`src/rtl/ifetch_queue_pkg.sv`:
```
// Shared sizing and FSM encoding for the instruction fetch queue.
// Replaces the old define.v macros with package constants.
package ifetch_queue_pkg;

  localparam int IFQ_DEPTH = 4;
  localparam int IFQ_AW    = 32;
  localparam int IFQ_DW    = 32;

  typedef enum logic [1:0] {
    IFQ_IDLE = 2'd0,
    IFQ_WAIT = 2'd1,
    IFQ_DROP = 2'd2
  } ifq_state_e;

endpackage

```
`src/rtl/ifq_fifo.sv`:
```
// Small flop-based FIFO holding {pc, instr} entries for decode.
// Flush clears pointers and count; head is read straight from storage by rptr.
module ifq_fifo #(
  parameter int DEPTH = 4,
  parameter int W     = 64
) (
  input  logic                     clk,
  input  logic                     rst_n,
  input  logic                     flush,
  input  logic                     push,
  input  logic [W-1:0]             din,
  input  logic                     pop,
  output logic [W-1:0]             dout,
  output logic [$clog2(DEPTH):0]   count
);

  localparam int PW = $clog2(DEPTH);

  logic [PW-1:0] wptr_q, wptr_d;
  logic [PW-1:0] rptr_q, rptr_d;
  logic [PW:0]   count_q, count_d;
  logic [W-1:0]  mem_q [DEPTH];
  logic [W-1:0]  mem_d [DEPTH];
  logic          do_push;
  logic          do_pop;

  always_comb begin
    do_push = push && !flush;
    // Popping an empty queue is a no-op rather than an underflow.
    do_pop  = pop && !flush && (count_q != '0);
    wptr_d  = wptr_q;
    rptr_d  = rptr_q;
    count_d = count_q;
    if (flush) begin
      wptr_d  = '0;
      rptr_d  = '0;
      count_d = '0;
    end else begin
      if (do_push) wptr_d = wptr_q + 1'b1;
      if (do_pop)  rptr_d = rptr_q + 1'b1;
      count_d = count_q + {{PW{1'b0}}, do_push} - {{PW{1'b0}}, do_pop};
    end
  end

  always_comb begin
    for (int i = 0; i < DEPTH; i++) begin
      mem_d[i] = mem_q[i];
    end
    if (do_push) mem_d[wptr_q] = din;
  end

  always_ff @(posedge clk or negedge rst_n) begin
    if (!rst_n) begin
      wptr_q  <= '0;
      rptr_q  <= '0;
      count_q <= '0;
      for (int i = 0; i < DEPTH; i++) begin
        mem_q[i] <= '0;
      end
    end else begin
      wptr_q  <= wptr_d;
      rptr_q  <= rptr_d;
      count_q <= count_d;
      for (int i = 0; i < DEPTH; i++) begin
        mem_q[i] <= mem_d[i];
      end
    end
  end

  assign dout  = mem_q[rptr_q];
  assign count = count_q;

  a_no_push_when_full: assert property (
    @(posedge clk) disable iff (!rst_n) !(push && count_q == (PW+1)'(DEPTH))
  );

endmodule

```
`src/rtl/ifetch_queue.sv`:
```
// Fetch front end: issues the PC to instruction memory, one request in flight,
// and queues returned instructions tagged with their PC for decode.
module ifetch_queue
  import ifetch_queue_pkg::*;
#(
  parameter int DEPTH = IFQ_DEPTH,
  parameter int AW    = IFQ_AW,
  parameter int DW    = IFQ_DW
) (
  input  logic          clk,
  input  logic          rst_n,
  input  logic [AW-1:0] pc,
  input  logic          redirect,
  output logic          pc_stall,
  output logic          imem_req,
  output logic [AW-1:0] imem_addr,
  input  logic          imem_gnt,
  input  logic          imem_rvalid,
  input  logic [DW-1:0] imem_rdata,
  output logic          dec_valid,
  output logic [DW-1:0] dec_instr,
  output logic [AW-1:0] dec_pc,
  input  logic          dec_ready
);

  localparam int CW = $clog2(DEPTH) + 1;

  ifq_state_e       state_q, state_d;
  logic [AW-1:0]    req_pc_q, req_pc_d;
  logic [CW-1:0]    count;
  logic [AW+DW-1:0] head;
  logic             room;
  logic             accept;
  logic             push;

  // Requests only issue with a free slot, so the in-flight return always fits.
  assign room = (count != CW'(DEPTH));

  always_comb begin
    imem_req  = rst_n && (state_q == IFQ_IDLE) && !redirect && room;
    imem_addr = pc;
    accept    = imem_req && imem_gnt;
    pc_stall  = !accept;
    push      = 1'b0;
    state_d   = state_q;
    req_pc_d  = req_pc_q;
    case (state_q)
      IFQ_IDLE: begin
        if (accept) begin
          state_d  = IFQ_WAIT;
          req_pc_d = pc;
        end
      end
      IFQ_WAIT: begin
        if (imem_rvalid) begin
          push    = !redirect;
          state_d = IFQ_IDLE;
        end else if (redirect) begin
          state_d = IFQ_DROP;
        end
      end
      IFQ_DROP: begin
        // The wrong-path return still has to arrive before a new request.
        if (imem_rvalid) state_d = IFQ_IDLE;
      end
      default: state_d = IFQ_IDLE;
    endcase
  end

  always_ff @(posedge clk or negedge rst_n) begin
    if (!rst_n) begin
      state_q  <= IFQ_IDLE;
      req_pc_q <= '0;
    end else begin
      state_q  <= state_d;
      req_pc_q <= req_pc_d;
    end
  end

  ifq_fifo #(
    .DEPTH (DEPTH),
    .W     (AW + DW)
  ) u_fifo (
    .clk   (clk),
    .rst_n (rst_n),
    .flush (redirect),
    .push  (push),
    .din   ({req_pc_q, imem_rdata}),
    .pop   (dec_ready),
    .dout  (head),
    .count (count)
  );

  assign dec_valid = (count != '0);
  assign dec_pc    = head[AW+DW-1:DW];
  assign dec_instr = head[DW-1:0];

  a_no_stray_rvalid: assert property (
    @(posedge clk) disable iff (!rst_n) !(state_q == IFQ_IDLE && imem_rvalid)
  );

endmodule

```
`config.mk`:
```
export PLATFORM = sky130hd
export DESIGN_NAME = ifetch_queue
export DESIGN_NICKNAME = d
export VERILOG_FILES = /design/src/rtl/ifetch_queue_pkg.sv /design/src/rtl/ifq_fifo.sv /design/src/rtl/ifetch_queue.sv
export SDC_FILE = /design/constraint.sdc
export NUM_CORES = 1
export LEC_CHECK = 0
export CORE_MARGIN = 5
export CORE_UTILIZATION = 45
export CTS_BUF_LIST = sky130_fd_sc_hd__clkbuf_4 sky130_fd_sc_hd__clkbuf_8
export CTS_CLUSTER_SIZE = 8
export DETAILED_ROUTE_END_ITERATION = 7
export GPL_TIMING_DRIVEN = 0
export PLACE_DENSITY = 0.74
export SETUP_SLACK_MARGIN = 0.5
export SYNTH_ARGS = -nofsm -noshare
export SYNTH_HDL_FRONTEND = slang
export SYNTH_SLANG_ARGS = --single-unit
```
`constraint.sdc`:
```
create_clock -name clk -period 2.3 [get_ports clk]
set_input_delay 0.46 -clock clk [delete_from_list [all_inputs] [get_ports clk]]
set_output_delay 0.46 -clock clk [all_outputs]
set_load 0.05 [all_outputs]
```
==> results of run 1 <==
## area by class of cell
| type | count | area (µm²) |
|---|---|---|
| Fill cell | 2071 | 10500 |
| Clock inverter | 8 | 73.8 |
| Tap cell | 384 | 480 |
| Timing Repair Buffer | 228 | 2750 |
| Multi-Input combinational cell | 391 | 5440 |
| Buffer | 76 | 943 |
| Clock buffer | 78 | 948 |
| Inverter | 7 | 26.3 |
| Sequential cell | 297 | 7440 |
## worst register-to-register path: stages, from the launching register on
cell	delay [ns]
dfrtp_1	0.39
or4b_4	0.56
a211o_1	0.26
buf_6	0.13
buf_12	0.12
buf_4	0.13
buf_8	0.12
clkbuf_16	0.15
mux2_4	0.29
## placed cells by master (no fill, tap or decap), drive strengths merged
master,n
nand2,6
buf,217
a211o,1
inv,8
and4bb,1
xor2,3
bufinv,1
or3,1
clkinv,4
dlygate4sd3,2
or4b,1
nor2,8
xnor2,2
o31ai,1
mux2,288
fa,1
ha,6
clkinvlp,2
o41ai,1
clkbuf,92
a21oi,2
clkdlybuf4s50,68
dfrtp,297
nand3b,2
bufbuf,3
nor2b,1
mux4,64
o311ai,1
mux2i,1
## report_power, final
group          switching [mW]  internal (mW)
clock                    2.03           2.72
combinational            4.44           4.31
sequential              0.752           6.20
## per-stage QoR
stage / worst slack [ns] / instances / total power, mW / setup TNS, ns
2_1_floorplan: 0.358 / 770 / 12.1 / 0
3_3_place_gp: -13.14 / 1322 / 14.3 / -4076.07
3_5_place_dp: -1.58 / 1324 / 14.4 / -152.79
4_1_cts: -0.373 / 1438 / 20.3 / -16.02
5_1_grt: -0.370 / 1469 / 21.4 / -19.33
6_report: -0.299 / 1469 / 20.5 / -13.64
## timing repair
action | CTS | global route
endpoints found under the setup margin | 389 | 362
pin swaps | 2 | 4
gates cloned | 9 | 7
buffers inserted | 15 | 24
hold endpoints to repair | 98 | 183
gates resized for setup | 544 | 213
## registers in the layout, indices dropped and copies added, names as in the netlist
signal and flops:
u_fifo.count 3, req_pc_q 32, u_fifo.rptr_q 2, state_q 2, u_fifo.mem_q 256, u_fifo.wptr_q 2
## kinds of logic after synthesis
| logic type | Yosys count | synth area share |
|---|---|---|
| compound gates | 6 | 0.00336 |
| xor+xnor | 5 | 0.00336 |
| mux | 353 | 0.368 |
| buf+inv | 83 | 0.0402 |
| simple gates | 19 | 0.00787 |
| flops | 297 | 0.570 |
| fa+ha+maj | 7 | 0.00729 |
## path summary, 6_finish.rpt
| check | start | to | slack, ns | cells past startpoint |
|---|---|---|---|---|
| max reg2reg | state_q[1]$_DFFE_PN0P_ | req_pc_q[28]$_DFFE_PN0P_ | 0.07 | 8 |
| max in group asynchronous | rst_n | u_fifo.mem_q[162]$_DFFE_PN0P_ | 0.76 | 3 |
| min reg2reg | u_fifo.mem_q[65]$_DFFE_PN0P_ | u_fifo.mem_q[65]$_DFFE_PN0P_ | 0.50 | 1 |
| max | state_q[1]$_DFFE_PN0P_ | pc_stall | -0.30 | 5 |
| min | rst_n | u_fifo.mem_q[252]$_DFFE_PN0P_ | -0.11 | 1 |
| min in group clk | u_fifo.mem_q[65]$_DFFE_PN0P_ | u_fifo.mem_q[65]$_DFFE_PN0P_ | 0.50 | 1 |
## layer usage
layer  track usage  vias to the layer above  wire, µm
li1              -                     3393         -
met1         0.238                     4061     12900
met2         0.296                      161     15100
met3        0.0369                       48      1190
met4        0.0478                        0       648
met5             0                        -         0
==> key figures, run 1 <==
Timing
  – Final count of pins violating max slew: 0
  – Worst Tran Pin Value: 1.01 ns
  – Final worst path period share: 1.13
  – Post-route minimum period: 2.60 ns
  – RSZ-0062 raised after global routing: yes
  – Fmax: 385 MHz
  – Fin Hold WS: -0.107 ns
  – Final worst setup slack: -0.299 ns
  – Hold violation count in the final report: 183
  – Final setup fails: 66
  – Max_slew headroom: 0.322
  – Worst Skew: 0.0261 ns

Hold path
  – Worst min path class: in -> async

Placement
  – Post-DP Area: 0.0153 mm²
  – Final Wtd Congestion: 0.700
  – Port Buf Inserts: 168
  – DP Wirelength: 17,700 µm

Clock network
  – CTS Buf Count: 50
  – Worst skew pair latency: 0.57 ns
  – Clock buffer depth: 3
  – H-Tree Depth: 2
  – Root buffer cell: clkbuf_8
  – CTS tree: done
  – Clk slew on worst S/H paths: 0.06 ns
  – Clock sinks: 297
  – Hold-fix buffers at CTS: 4

Setup path
  – Crit path max fanout: 2
  – Max incr delay on CP: 0.56 ns
  – CP bufs+invs: 3
  – Slowest cell on crit path: or4b_4
  – CP Capture Type: output pin
  – Worst path arrival time: 2.14 ns
  – CP Cell Sequence: or4b_4 -> a211o_1 -> buf_6 -> buf_12 -> buf_12
  – Critical Path RT: 1.84 ns
  – Critical path type: reg -> out
  – Family with the most delay on the worst path: simple AND/OR/NAND/NOR gates
  – Worst Setup Start Kind: flop
  – Critical Path Most Common Cell: buf_12

Synthesis
  – Yosys top cell area share: 0.570
  – Synthesized cell area: 0.0130 mm²
  – FF+latch count, synth: 297
  – Post-Syn Area per Cell: 16.9 µm²
  – Most frequent cell after synthesis: dfrtp_1
  – Cell taking the most area after synthesis: dfrtp_1
  – Cells after synthesis: 770
  – Ys async rst share: 1.00
  – Post-synth net total: 847
  – Area contributors post-synth: dfrtp_1, mux2_2, mux4_2
  – Post-synth top flop: dfrtp_1
  – EDFF count, synth: 0
  – Synth warnings: 0
  – Synth cell count leaders: dfrtp_1, mux2_2, mux4_2, buf_4, buf_2
  – Unique masters post-synth: 28
  – Register area share after synthesis: 0.570

Global route
  – First-pass GRT wire length: 46,400 µm
  – Largest net degree at the start of global routing: 65
  – Overall Global Routing Usage: 0.177
  – Vias in the first global route: 8,358
  – Total gr overflow: 0
  – Initial antenna violation count: 0

Drt
  – ANT nets after route: 0
  – Routed via count: 7,663
  – Routed WL per cell: 20.4 µm
  – Initial drt markers: 209
  – Vias/cell: 5.22
  – Pre-antenna DRT Iters: 4
  – DRC violations left: 0
  – Post-Route WL: 29,900 µm

Floorplan
  – Row count: 62
  – Die height: 180 µm
  – Die area: 0.0325 mm²
  – Initial Util: 0.456
  – I/O pin total: 169
  – Total core area: 0.0286 mm²
  – Die Width: 180 µm

Finish
  – Synthesis-to-finish area growth: 38.8%
  – # nets final: 1,128
  – Share of cells above drive strength 1: 0.635
  – Final Cell Area: 0.0181 mm²
  – Ant diodes: 0
  – Final core occ: 0.632

Outcome
  – Status: finished, violations left
  – Failing checks: hold timing, setup timing

Power
  – P per Cell Area: 1130 mW/mm²
  – Leakage: 8.90 nW
  – VDD IR-drop max: 0.733 mV

Flow run
  – Maxcap violations: 0
No activity file was read; power rests on OpenSTA's default activity.
==> run 2: changes to the inputs <==
--- a/config.mk
+++ b/config.mk
@@ -8,10 +8,10 @@
 export CORE_MARGIN = 5
 export CORE_UTILIZATION = 45
 export CTS_BUF_LIST = sky130_fd_sc_hd__clkbuf_4 sky130_fd_sc_hd__clkbuf_8
-export CTS_CLUSTER_SIZE = 8
 export DETAILED_ROUTE_END_ITERATION = 7
 export GPL_TIMING_DRIVEN = 0
 export PLACE_DENSITY = 0.74
+export RECOVER_POWER = 25
 export SETUP_SLACK_MARGIN = 0.5
 export SYNTH_ARGS = -nofsm -noshare
 export SYNTH_HDL_FRONTEND = slang
==> key figures, run 2 (synthesis results as in run 1) <==
Outcome
  – Status: finished, violations left
  – Failing checks: hold timing, capacitance limit, slew limit, setup timing

Floorplan
  – Die area: 0.0325 mm²
  – Total core area: 0.0286 mm²
  – Die height: 180 µm
  – Die Width: 180 µm
  – I/O pin total: 169
  – Row count: 62
  – Initial Util: 0.456

Finish
  – # fillers: 2,081
  – Ant diodes: 0
  – # nets final: 1,128
  – Reg area: 0.00744 mm²
  – Synthesis-to-finish area growth: 38.2%
  – Number of flip-flops in the largest register: 256
  – Most frequent cells in the layout: dfrtp_1, mux2_2, mux2_4
  – Area of the multi-input gates: 0.00544 mm²
  – Share of cells above drive strength 1: 0.635
  – Top reg by flops: u_fifo.mem_q
  – Commonest non-fill, non-tap cell in the layout: dfrtp_1

Timing
  – Final setup fails: 66
  – Fmax: 385 MHz
  – Hold violation count in the final report: 23
  – Worst Skew: 0.0259 ns
  – Final count of pins violating max slew: 64
  – Fin Hold WS: -0.128 ns
  – Final worst setup slack: -0.296 ns
  – Max_slew headroom: -0.112
  – RSZ-0062 raised after global routing: yes
  – Final worst path period share: 1.13
  – Post-route minimum period: 2.60 ns
  – Worst Tran Pin Value: 1.67 ns

Clock network
  – Clock buffer depth: 3
  – H-Tree Depth: 2
  – Hold-fix buffers at CTS: 4
  – Clk slew on worst S/H paths: 0.06 ns
  – Clock sinks: 297
  – CTS tree: done
  – Root buffer cell: clkbuf_8
  – Worst skew pair latency: 0.57 ns
  – CTS Buf Count: 50

Drt
  – Post-Route WL: 29,900 µm
  – Vias/cell: 5.20
  – DRC violations left: 0
  – ANT nets after route: 0
  – Routed WL per cell: 20.4 µm
  – Pre-antenna DRT Iters: 4
  – Routed via count: 7,645
  – Initial drt markers: 229

Hold path
  – Worst min path class: in -> async

Global route
  – Initial antenna violation count: 0
  – Overall Global Routing Usage: 0.177
  – Vias in the first global route: 8,358
  – Total gr overflow: 0
  – Largest net degree at the start of global routing: 65
  – First-pass GRT wire length: 46,400 µm

Placement
  – DP Wirelength: 17,700 µm
  – Final Wtd Congestion: 0.700
  – Port Buf Inserts: 168

Power
  – P per Cell Area: 1130 mW/mm²
  – Leakage: 8.86 nW
  – VDD IR-drop max: 0.733 mV
  – Total power: 20.4 mW

Setup path
  – Worst Setup Start Kind: flop
  – Critical Path RT: 1.84 ns
  – CP Capture Type: output pin
  – Crit path max fanout: 2
  – Critical path type: reg -> out
  – Worst path arrival time: 2.14 ns

Flow run
  – Maxcap violations: 1
-- run 2: changes by cell type in the layout (fill, tap and decap cells not counted) --
cell / delta
clkbuf_2: +3
bufbuf_16: -1
buf_16: -2
-- run 2: worst paths after layout --
check / startpoint / end / slack, ns / cells past startpoint
setup / recovery: state_q[1]$_DFFE_PN0P_ / pc_stall / -0.30 / 5
hold / removal: rst_n / u_fifo.mem_q[94]$_DFFE_PN0P_ / -0.13 / 2
setup reg to reg: state_q[1]$_DFFE_PN0P_ / req_pc_q[30]$_DFFE_PN0P_ / 0.07 / 8
hold reg to reg: u_fifo.mem_q[65]$_DFFE_PN0P_ / u_fifo.mem_q[65]$_DFFE_PN0P_ / 0.50 / 1
max in group asynchronous: rst_n / u_fifo.mem_q[62]$_DFFE_PN0P_ / 0.17 / 3
min in group clk: u_fifo.mem_q[65]$_DFFE_PN0P_ / u_fifo.mem_q[65]$_DFFE_PN0P_ / 0.50 / 1
-- run 2: power breakdown --
part,internal [mW],leakage (nW),total [mW],switching (mW)
Clock,2.72,0.544,4.75,2.03
Combinational,4.30,4.36,8.74,4.44
Sequential,6.20,3.96,6.95,0.751
Total,13.2,8.86,20.4,7.22
-- run 2: final cells by class --
| class | instances | area share |
|---|---|---|
| plain buffers | 76 | 0.0523 |
| clock buffers | 78 | 0.0526 |
| clock inverters | 8 | 0.00410 |
| inverters | 7 | 0.00146 |
| multi-input cells | 391 | 0.302 |
| flip-flops and latches | 297 | 0.413 |
| well taps | 384 | 0.0267 |
| repair buffers | 228 | 0.149 |
-- run 2: layer usage --
metal,vias up,global-route usage,share of wire
li1,3382,-,-
met1,4053,0.238,0.43
met2,160,0.296,0.51
met3,50,0.0369,0.040
met4,0,0.0478,0.022
met5,-,0,0
-- run 2: worst max-delay path, cell delays in order, from the launching register on --
cell     delay, ns
dfrtp_1       0.39
or4b_4        0.56
a211o_1       0.26
buf_6         0.12
buf_12        0.12
buf_12        0.14
-- run 2: stage by stage --
step                instances   util  area [µm²]  setup TNS (ns)  setup WS, ns
finish                   1469  0.630       18000          -13.64        -0.296
global placement         1322  0.534       15300        -4076.07        -13.14
CTS                      1438  0.594       17000          -16.02        -0.373
detailed placement       1324  0.536       15300         -152.79         -1.58
global route             1469  0.630       18000          -21.17        -0.370
floorplan                 770      -       13100               0         0.358
-- run 2: what timing repair did --
action	in CTS	in global routing
setup buffers	15	24
pin swaps	2	4
endpoints found under the hold margin	98	183
gates resized for setup	544	213
cloned	9	7
setup endpoints to repair	389	362
